### config.mk
export PLATFORM = sky130hd
export DESIGN_NAME = nios_fprint_cpu_dct_packer
export DESIGN_NICKNAME = d
export VERILOG_FILES = /design/src/rtl/nios_fprint_dct_pkg.sv /design/src/rtl/nios_fprint_cpu_dct_packer.sv
export SDC_FILE = /design/constraint.sdc
export NUM_CORES = 1
export LEC_CHECK = 0
export ABC_AREA = 1
export BUFFER_PORTS_ARGS = -buffer_cell sky130_fd_sc_hd__buf_4
export CAP_MARGIN = 20
export CORE_MARGIN = 5
export CORE_UTILIZATION = 48
export CTS_BUF_LIST = sky130_fd_sc_hd__clkbuf_16
export CTS_CLUSTER_SIZE = 28
export DETAILED_ROUTE_END_ITERATION = 10
export GPL_TIMING_DRIVEN = 0
export PLACE_DENSITY = 0.68
export SYNTH_ARGS = -nofsm -noshare
export SYNTH_HDL_FRONTEND = slang
export SYNTH_SLANG_ARGS = --single-unit
### constraint.sdc
create_clock -name clk -period 4.2 [get_ports clk]
set_clock_uncertainty 0.15 [all_clocks]
set_input_delay 0.42 -clock clk [delete_from_list [all_inputs] [get_ports clk]]
set_output_delay 0.42 -clock clk [all_outputs]
set_load 0.02 [all_outputs]
### src/rtl/nios_fprint_dct_pkg.sv
// Shared definitions for the trace-atom DCT packer.
// Holds the session FSM encoding and the atom / packed-word widths.
package nios_fprint_dct_pkg;

    localparam int ATOM_W    = 2;
    localparam int DCT_BUF_W = 30;
    localparam int DCT_CNT_W = 4;

    // Trace session state: collecting, draining after an end request, done.
    typedef enum logic [1:0] {
        ST_RUN    = 2'd0,
        ST_ENDING = 2'd1,
        ST_ENDED  = 2'd2
    } dct_state_t;

endpackage

### src/rtl/nios_fprint_cpu_dct_packer.sv
// Packs 2-bit CPU trace atoms into 30-bit words (atom k in bits [2k+1:2k]).
// An accumulator collects atoms; a single holding register presents the word.
// Output handshake: dct_valid stays high until out_ready is sampled high, and
// dct_buffer/dct_count do not change while dct_valid=1 and out_ready=0. A new
// word may be loaded in the same cycle the previous one is accepted.
// Optional feature: define NIOS_FPRINT_DCT_DROP_CNT_EN to add drop_count[15:0],
// a saturating count of atoms dropped because both stages were occupied.
module nios_fprint_cpu_dct_packer
    import nios_fprint_dct_pkg::*;
#(
    parameter int MAX_ATOMS = 15
) (
    input  logic                 clk,
    input  logic                 reset,
    input  logic                 atom_valid,
    input  logic [ATOM_W-1:0]    atom_data,
    input  logic                 flush,
    input  logic                 end_req,
    input  logic                 out_ready,
    output logic                 dct_valid,
    output logic [DCT_BUF_W-1:0] dct_buffer,
    output logic [DCT_CNT_W-1:0] dct_count,
    output logic                 test_ending,
    output logic                 test_has_ended
`ifdef NIOS_FPRINT_DCT_DROP_CNT_EN
    ,
    output logic [15:0]          drop_count
`endif
);

    localparam logic [DCT_CNT_W-1:0] CNT_MAX = DCT_CNT_W'(MAX_ATOMS);

    dct_state_t             state, state_n;
    logic [DCT_BUF_W-1:0]   acc_buf, acc_buf_n, merge_buf, word_buf;
    logic [DCT_CNT_W-1:0]   acc_cnt, acc_cnt_n, merge_cnt, word_cnt;
    logic                   flush_pend;
    logic                   out_free, atom_acc, flush_new, flush_req;
    logic                   acc_full, xfer, drop;

    // Holding register can take a new word if empty or being accepted now.
    assign out_free  = !dct_valid || out_ready;
    // Atoms are only taken while running; end_req in the same cycle still
    // sees ST_RUN, so the coincident atom is kept.
    assign atom_acc  = atom_valid && (state == ST_RUN);
    assign flush_new = flush && (state == ST_RUN) && (acc_cnt != '0);
    assign flush_req = flush_pend || flush_new || (state == ST_ENDING);
    assign acc_full  = (acc_cnt == CNT_MAX);

    assign test_ending    = (state == ST_ENDING);
    assign test_has_ended = (state == ST_ENDED);

    // Merge the arriving atom and decide whether a word moves to the output.
    always_comb begin
        merge_buf = acc_buf;
        merge_cnt = acc_cnt;
        word_buf  = acc_buf;
        word_cnt  = acc_cnt;
        acc_buf_n = acc_buf;
        acc_cnt_n = acc_cnt;
        xfer      = 1'b0;
        drop      = 1'b0;
        if (acc_full) begin
            // A full accumulator leaves first; the new atom restarts at slot 0.
            if (out_free) begin
                xfer      = 1'b1;
                acc_buf_n = atom_acc ? DCT_BUF_W'(atom_data) : '0;
                acc_cnt_n = atom_acc ? DCT_CNT_W'(1) : '0;
            end else begin
                drop = atom_acc;
            end
        end else begin
            if (atom_acc) begin
                merge_buf = acc_buf | (DCT_BUF_W'(atom_data) << {acc_cnt, 1'b0});
                merge_cnt = acc_cnt + DCT_CNT_W'(1);
            end
            word_buf = merge_buf;
            word_cnt = merge_cnt;
            if (out_free && ((merge_cnt == CNT_MAX) || (flush_req && merge_cnt != '0))) begin
                xfer      = 1'b1;
                acc_buf_n = '0;
                acc_cnt_n = '0;
            end else begin
                acc_buf_n = merge_buf;
                acc_cnt_n = merge_cnt;
            end
        end
    end

    // Session FSM: end request drains everything, then stays ended.
    always_comb begin
        state_n = state;
        case (state)
            ST_RUN:    if (end_req) state_n = ST_ENDING;
            ST_ENDING: if (acc_cnt == '0 && !dct_valid) state_n = ST_ENDED;
            default:   state_n = ST_ENDED;
        endcase
    end

    // Accumulator, pending flush, FSM and output holding register.
    always_ff @(posedge clk) begin
        if (reset) begin
            state      <= ST_RUN;
            acc_buf    <= '0;
            acc_cnt    <= '0;
            flush_pend <= 1'b0;
            dct_valid  <= 1'b0;
            dct_buffer <= '0;
            dct_count  <= '0;
        end else begin
            state      <= state_n;
            acc_buf    <= acc_buf_n;
            acc_cnt    <= acc_cnt_n;
            flush_pend <= xfer ? 1'b0 : (flush_pend || flush_new);
            if (xfer) begin
                dct_valid  <= 1'b1;
                dct_buffer <= word_buf;
                dct_count  <= word_cnt;
            end else if (out_ready) begin
                dct_valid  <= 1'b0;
            end
        end
    end

`ifdef NIOS_FPRINT_DCT_DROP_CNT_EN
    // Saturating count of atoms lost to a full accumulator behind a stalled output.
    always_ff @(posedge clk) begin
        if (reset) begin
            drop_count <= '0;
        end else if (drop && drop_count != 16'hFFFF) begin
            drop_count <= drop_count + 16'd1;
        end
    end
`endif

endmodule

==> impl_results.md, run 1 <==
* Worst-Skew Late Latency at 330 ps
* Slew margin rel. at approximately three fifths
* Register clock-pin slew on the reported worst setup and hold paths at ~60 ps
* Count of buffers from port buffering at between 40 and 50
* Wire per inst at 15.0 µm
* Final WL at about 9400 µm
* Status: complete, no violations
* # resized after CTS at 0
* Worst Slack Setup Final at 1890 ps
* Post-CTS Setup Bufs at 0
* Pre-CTS setup slack at 1910 ps
* RSZ-0062 raised after global routing: false
* Fin crit period at between 2000 and 2500 ps
* Pin slew with the least headroom to its limit at ~600 ps
* CP Data Required Time at about 4300 ps
* Share of the synthesized area in the top cell type at between 40 and 50%
* Tot GR Track Use at a little under a quarter
* Final HPWL DP at 7010 µm
* DRT Pass-1 Iters at 5
* Residual DRC at 0
* CTS Buf Count at 9
* Maximum root-to-sink buffer count at 2
* Worst path bufs/invs at 2
* Final Hold Vio Count at 0
* Synth Flop Type: dfxtp_1
* Num Clock Sinks at 72
* Clk Tree Root Cell: clkbuf_16
* Total of max-cap violations at 0
* Initial core utilization at 49.5%
* Die Height at about 94 µm
* Final Net Count at approximately 540
* CP peak stage delay at roughly 320 ps
* Layout cells sized above 1 at 21.0%
* Sequential cell area fraction in the yosys report at between 40% and 50%
* Synth cell types at 27
* CP Class: reg -> reg
* LEAKAGE at between 1.5 and 2 nW
* Critical Path End Type: flop
* Mean post-synth cell area at about 7 µm²
* Synth area leaders: dfxtp_1 (43%), a21oi_1 (13%), nand2_1 (9.9%)
* FFs w/ async S/R, synth at 0%
* Startpoint types: flop
* Cells after synthesis at around 480
* Maximum vdd drop at approximately 250 µV
* Maximum level of the CTS H-tree at 3
* Fmax at between 0.4 and 0.5 GHz
* Mapped Nets at ~490
* Largest net degree at the start of global routing at 12
* IO Count at 45
* Crit Path Max Fanout at 10
* Synthesis-stage register bit count at a little over 70
* Cell area after synthesis at approximately 3400 µm²
* Fin. max-slew vios at 0
* Area of the core at 6790 µm²
* Final core occ at between 50% and 60%
* TritonCTS clock tree: yes
* Arrival @ worst endpoint at around 2400 ps
* GRT Residual Overflow at 0
* Global-route wire length before repair at 15,500 µm
* Setup violations, final at 0
* CTS Hold Bufs at 0
* Die width at roughly 94 µm
* Via-to-Cell Ratio at ~5.2
* Routed Antenna Nets at 0
* Final TNS setup at 0 ps
* Initial antenna violation count at 0
* Area growth from synthesis to layout at 20.7%
* Tightest Hold Check Type: in -> reg
* EDFF count, synth at 0
* Die area at 8790 µm²
* GPL Wtd Cong at between 0.8 and 0.9
* Total power at roughly 2.3 mW
* Rows at 30
* Warnings, synthesis at 0
* Cell family with the largest share of critical-path delay: simple AND/OR/NAND/NOR gates
* Vias in the first global route at 3,134
* Initial DRC count at between 200 and 250
* Ant. Diodes at 0
* Via count at approximately 3,300
* Slowest CP cell: dfxtp_1
* Yosys top cell by area: dfxtp_1
* Critical Path, Cell by Cell: buf_2 -> inv_1 -> ha_1 -> nand3_1 -> nand2_1 -> nor2_1 -> nand3_1 -> nand2_2 -> nand3_4 -> nand2_2 -> nand2_1 -> nor2_1
* PwrDens at approximately 560 nW/µm²
* Tcrit/Tclk final at a little over half
==> placed cells by master (no fill, tap or decap), drive strengths merged <==
cell	instances
a21oi	89
nand2	95
nor3	4
or2	25
o21ai	7
clkbuf	21
a31oi	3
dfxtp	72
inv	27
and3	1
clkinv	4
clkinvlp	1
nand4	6
ha	2
buf	61
nand3	41
a41oi	2
nor2	72
==> kinds of logic (layout without fill, tap and decap cells) <==
family,after synthesis,after routing,synth area share (%)
AND/OR/NAND/NOR,244,244,33.0
AO/OA/AOI/OAI,101,101,15.7
flip-flops,72,72,42.8
buffers and inverters,56,114,7.77
adder cells (fa/ha/maj),2,2,0.743
==> report_power, final <==
part           switching, mW  leakage, nW  internal, mW
registers             0.0532        0.585         0.781
logic                  0.480         1.05         0.288
clock network          0.282        0.133         0.388
==> metal layers <==
| layer | global-route usage, % | up-vias | wire [µm] |
|---|---|---|---|
| met3 | 4.97 | 7 | 653 |
| met2 | 36.4 | 90 | 4430 |
| met4 | 6.26 | 0 | 104 |
| li1 | - | 1667 | - |
| met5 | 0 | - | 0 |
| met1 | 30.7 | 1532 | 4260 |
==> metrics by stage <==
step	cells	instance area [µm²]	hold slack, ps
after floorplan	475	3370	289
after global placement	614	3810	296
after detailed placement	614	3810	301
after CTS	629	4060	212
after global routing	629	4060	237
final	629	4060	218
==> final timing paths <==
| check | startpoint | endpoint | slack [ps] | depth (start not counted) |
|---|---|---|---|---|
| worst min-delay path | end_req | state[0] | 220 | 3 |
| worst max register to register | acc_cnt[1] | acc_buf[12] | 1890 | 12 |
| worst min register to register | acc_buf[4] | acc_buf[4] | 310 | 2 |
| worst max-delay path | acc_cnt[1] | acc_buf[12] | 1890 | 12 |
==> flip-flops by register name, summed over array words and instances, names as in the netlist <==
name        flops
state           2
dct_buffer     30
acc_cnt         4
flush_pend      1
acc_buf        30
dct_count       4
dct_valid       1
==> synthesized netlist by cell type (all sizes together) (4+ instances only) <==
library cell,number
nand4,6
o21ai,7
inv,25
nand2,95
or2,25
dfxtp,72
a21oi,89
nor2,72
nand3,41
buf,18
clkbuf,12
nor3,4
==> worst min-delay path, delay by kind of cell <==
| kind | cells | cell delay, ps |
|---|---|---|
| simple gates | 1 | 60 |
| buf+inv | 1 | 110 |
| compound gates | 1 | 60 |
==> final cells by class <==
type,instances,area (µm²)
Buffer,30,164
Clock buffer,9,225
Clock inverter,6,30.0
Fill cell,680,2730
Inverter,26,97.6
Multi-Input combinational cell,347,1660
Sequential cell,72,1440
Tap cell,96,120
Timing Repair Buffer,43,323
(Power assumes the default switching activity.)
==> inputs of run 2 (changes only) <==
- ABC_AREA: 1 -> 0
- PLACE_DENSITY: 0.68 -> 0.71
- clock period: 4.2 -> 1.9 ns (I/O delays scaled with it)
==> run 2 against run 1 <==
- the run now ends with setup timing left
- setup slack worse by 2400 ps
- fmax decreased by 5.8%
- first-iteration DRC count grew 58%
- routed wire length up 20%
- sequential share of layout area shrank 7.2 points
- final cell count decreased by 7.0%
- critical endpoint is now dct_buffer[16]
==> impl_results.md, run 2 <==
* Status: complete, but fails checks
* Failing checks: setup timing
* Register area at approximately 1500 µm²
* Fin crit period at between 2000 and 2500 ps
* Num Clock Sinks at between 70 and 80
* Switching share of power at about a third
* FILL cells at between 500 and 600
* Commonest cells after routing, fill and taps aside: buf_4 (75), dfxtp_1 (68), a21oi_1 (41), nor2_1 (39), nand2_1 (31)
* Initial core utilization at 48.7%
* Commonest non-fill, non-tap cell in the layout: buf_4
* Met3 WL post-DR at slightly below 900 µm
* Most common cell in the netlist: dfxtp_1
* Count of buffers from port buffering at 44
* Final HPWL DP at 6380 µm
* IO Count at 45
* Cells after synthesis at about 390
* Die Height at between 90 and 100 µm
* Fmax at between 0.4 and 0.5 GHz
* Via-to-Cell Ratio at roughly 5.9
* Final Hold Vio Count at 0
* Startpoint types: flop
* DRT Pass-1 Iters at 5
* Mean post-synth cell area at 8.96 µm²
* Routed Antenna Nets at 0
* Total power at 6.05 mW
* Multi-input combinational cell area at around 2300 µm²
* CTS Buf Count at 9
* Fin. max-slew vios at 0
* GRT Residual Overflow at 0
* Clk Tree Root Cell: clkbuf_16
* Clock network power share at between 20% and 30%
* Net Sw Power at just over 2 mW
* Pin slew with the least headroom to its limit at roughly 950 ps
* Maximum vdd drop at 983 µV
* Tcrit/Tclk final at 129%
* Rows at 31
* Synth cell types at 57
* Met1 WL at 4630 µm
* GPL Wtd Cong at ~0.9
* Cell area after synthesis at 3480 µm²
* Largest net degree at the start of global routing at 12
* Yosys top cell by area: dfxtp_1
* PwrDens at 1180 nW/µm²
* Die area at roughly 9000 µm²
* Global-route wire length before repair at 16,200 µm
* Part of the power in combinational logic at 42.2%
* Critical Path End Type: flop
* EDFF count, synth at 0
* Total of max-cap violations at 0
* Tot GR Track Use at a little under a quarter
* Arrival @ worst endpoint at 2510 ps
* Worst Slack Setup Final at -549 ps
* Vias in the first global route at roughly 3,200
* Final Net Count at slightly below 500
* Cell internal pwr at between 3 and 4 mW
* Synth Flop Type: dfxtp_1
* Tightest Hold Check Type: in -> reg
* Slew margin rel. at 36.4%
* Wire per inst at about 19 µm
* Max Used Layer: met4
* Setup violations, final at 70
* CP Data Required Time at approximately 2000 ps
* Sequential cell area fraction in the yosys report at between 40% and 50%
* Share of the synthesized area in the top cell type at 41.4%
* FFs w/ async S/R, synth at 0%
* RSZ-0062 raised after global routing: true
* Synthesis-stage register bit count at a little over 70
* LEAKAGE at approximately 2.1 nW
* Initial DRC count at 355
* Register clock-pin slew on the reported worst setup and hold paths at ~50 ps
* Reg2Reg Setup Slack at -550 ps
* Biggest registers after layout: acc_buf: 30 flops, dct_buffer: 30 flops
* Final WL at 11,300 µm
* Initial antenna violation count at 0
* Final TNS setup at -29,550 ps
* Area of the core at around 7100 µm²
* Mapped Nets at between 300 and 400
* Maximum root-to-sink buffer count at 2
* Residual DRC at 0
* TritonCTS clock tree: yes
* Worst-Skew Late Latency at 330 ps
* Area growth from synthesis to layout at 47.4%
* Post-synth top cells: dfxtp_1 (72), a21oi_1 (46), nor2_1 (43), nand2_1 (33), nor2b_1 (28)
* Routed wl met2 at roughly 5500 µm
* Via count at 3,431
* Crit Path Max Fanout at 7
* Ant. Diodes at 0
* CP Class: reg -> reg
* Synth area leaders: dfxtp_1 (41%), mux2_4 (7.3%), a21oi_1 (6.6%)
* Warnings, synthesis at 0
* Layout cells sized above 1 at about two fifths
* Seq pwr share at 29.0%
* Die width at approximately 95 µm
* Maximum level of the CTS H-tree at 3
[run 2: worst max-delay path, cell delays in order (launching register included)]
cell and delay (ps):
dfxtp_2 330, buf_4 140, ha_4 150, and4bb_4 230, xnor2_4 200, a21oi_2 80
o21ai_2 230, o21a_1 200, buf_8 170, clkbuf_16 170, mux2_4 290
[run 2: kinds of logic (layout without fill, tap and decap cells)]
| kind of cell | Yosys count | count (layout) | synth area share (%) |
|---|---|---|---|
| AOI/OAI and AO/OA | 102 | 102 | 20.0 |
| xor gates and xnor gates | 2 | 2 | 0.504 |
| adders and majority gates | 2 | 2 | 0.719 |
| buffers and inverters | 41 | 139 | 6.33 |
| DFF | 72 | 72 | 41.4 |
| muxes | 25 | 25 | 9.89 |
| and+or+nand+nor | 144 | 144 | 21.1 |
[run 2: worst paths after layout]
kind | startpoint | endpoint | cells after the start
setup / recovery | acc_cnt[0] | dct_buffer[16] | 10
hold / removal | flush | flush_pend | 3
setup reg to reg | acc_cnt[0] | dct_buffer[16] | 10
hold reg to reg | acc_buf[10] | acc_buf[10] | 2
[run 2: power by group through the flow]
stage | clock network (mW) | logic, mW | registers, mW
CTS | 1.75 | 2.04 | 1.74
global placement | 0 | 1.56 | 1.76
detailed placement | 0 | 1.57 | 1.76
floorplan | 0 | 1.00 | 1.87
global route | 1.81 | 2.67 | 1.77
finish | 1.74 | 2.56 | 1.75
[run 2: routing by layer]
layer | global-route usage (%) | vias to the layer above
li1 | - | 1558
met1 | 30.0 | 1629
met2 | 37.3 | 207
met3 | 4.66 | 37
met4 | 11.4 | 0
met5 | 0 | -
[run 2: per-stage QoR]
step                      util [%]  cells  setup WS, ps  hold WS [ps]  area (µm²)
after detailed placement      55.6    531          -956           306        3970
after global placement        55.6    531          -950           298        3970
after CTS                     65.2    569          -593          12.6        4650
after floorplan                  -    388          -503           204        3510
after global routing          71.8    585          -588          62.0        5130
final                         71.8    585          -549          18.2        5130
[run 2: cell type report]
type | instances | share of cell area (%)
Clock buffer | 9 | 4.39
Tap cell | 99 | 2.42
Buffer | 25 | 3.32
Timing Repair Buffer | 88 | 14.7
Multi-Input combinational cell | 275 | 44.3
Clock inverter | 6 | 1.49
Sequential cell | 72 | 28.3
Inverter | 11 | 1.05
[run 2: repair_timing]
item / 4_1_cts / 5_1_grt
pin swaps: 11 / 37
setup buffers: 22 / 17
cloned: 2 / 3
hold buffers: 1 / 0
endpoints found under the hold margin: 1 / 0
setup endpoints to repair: 70 / 70
gates resized for setup: 45 / 83
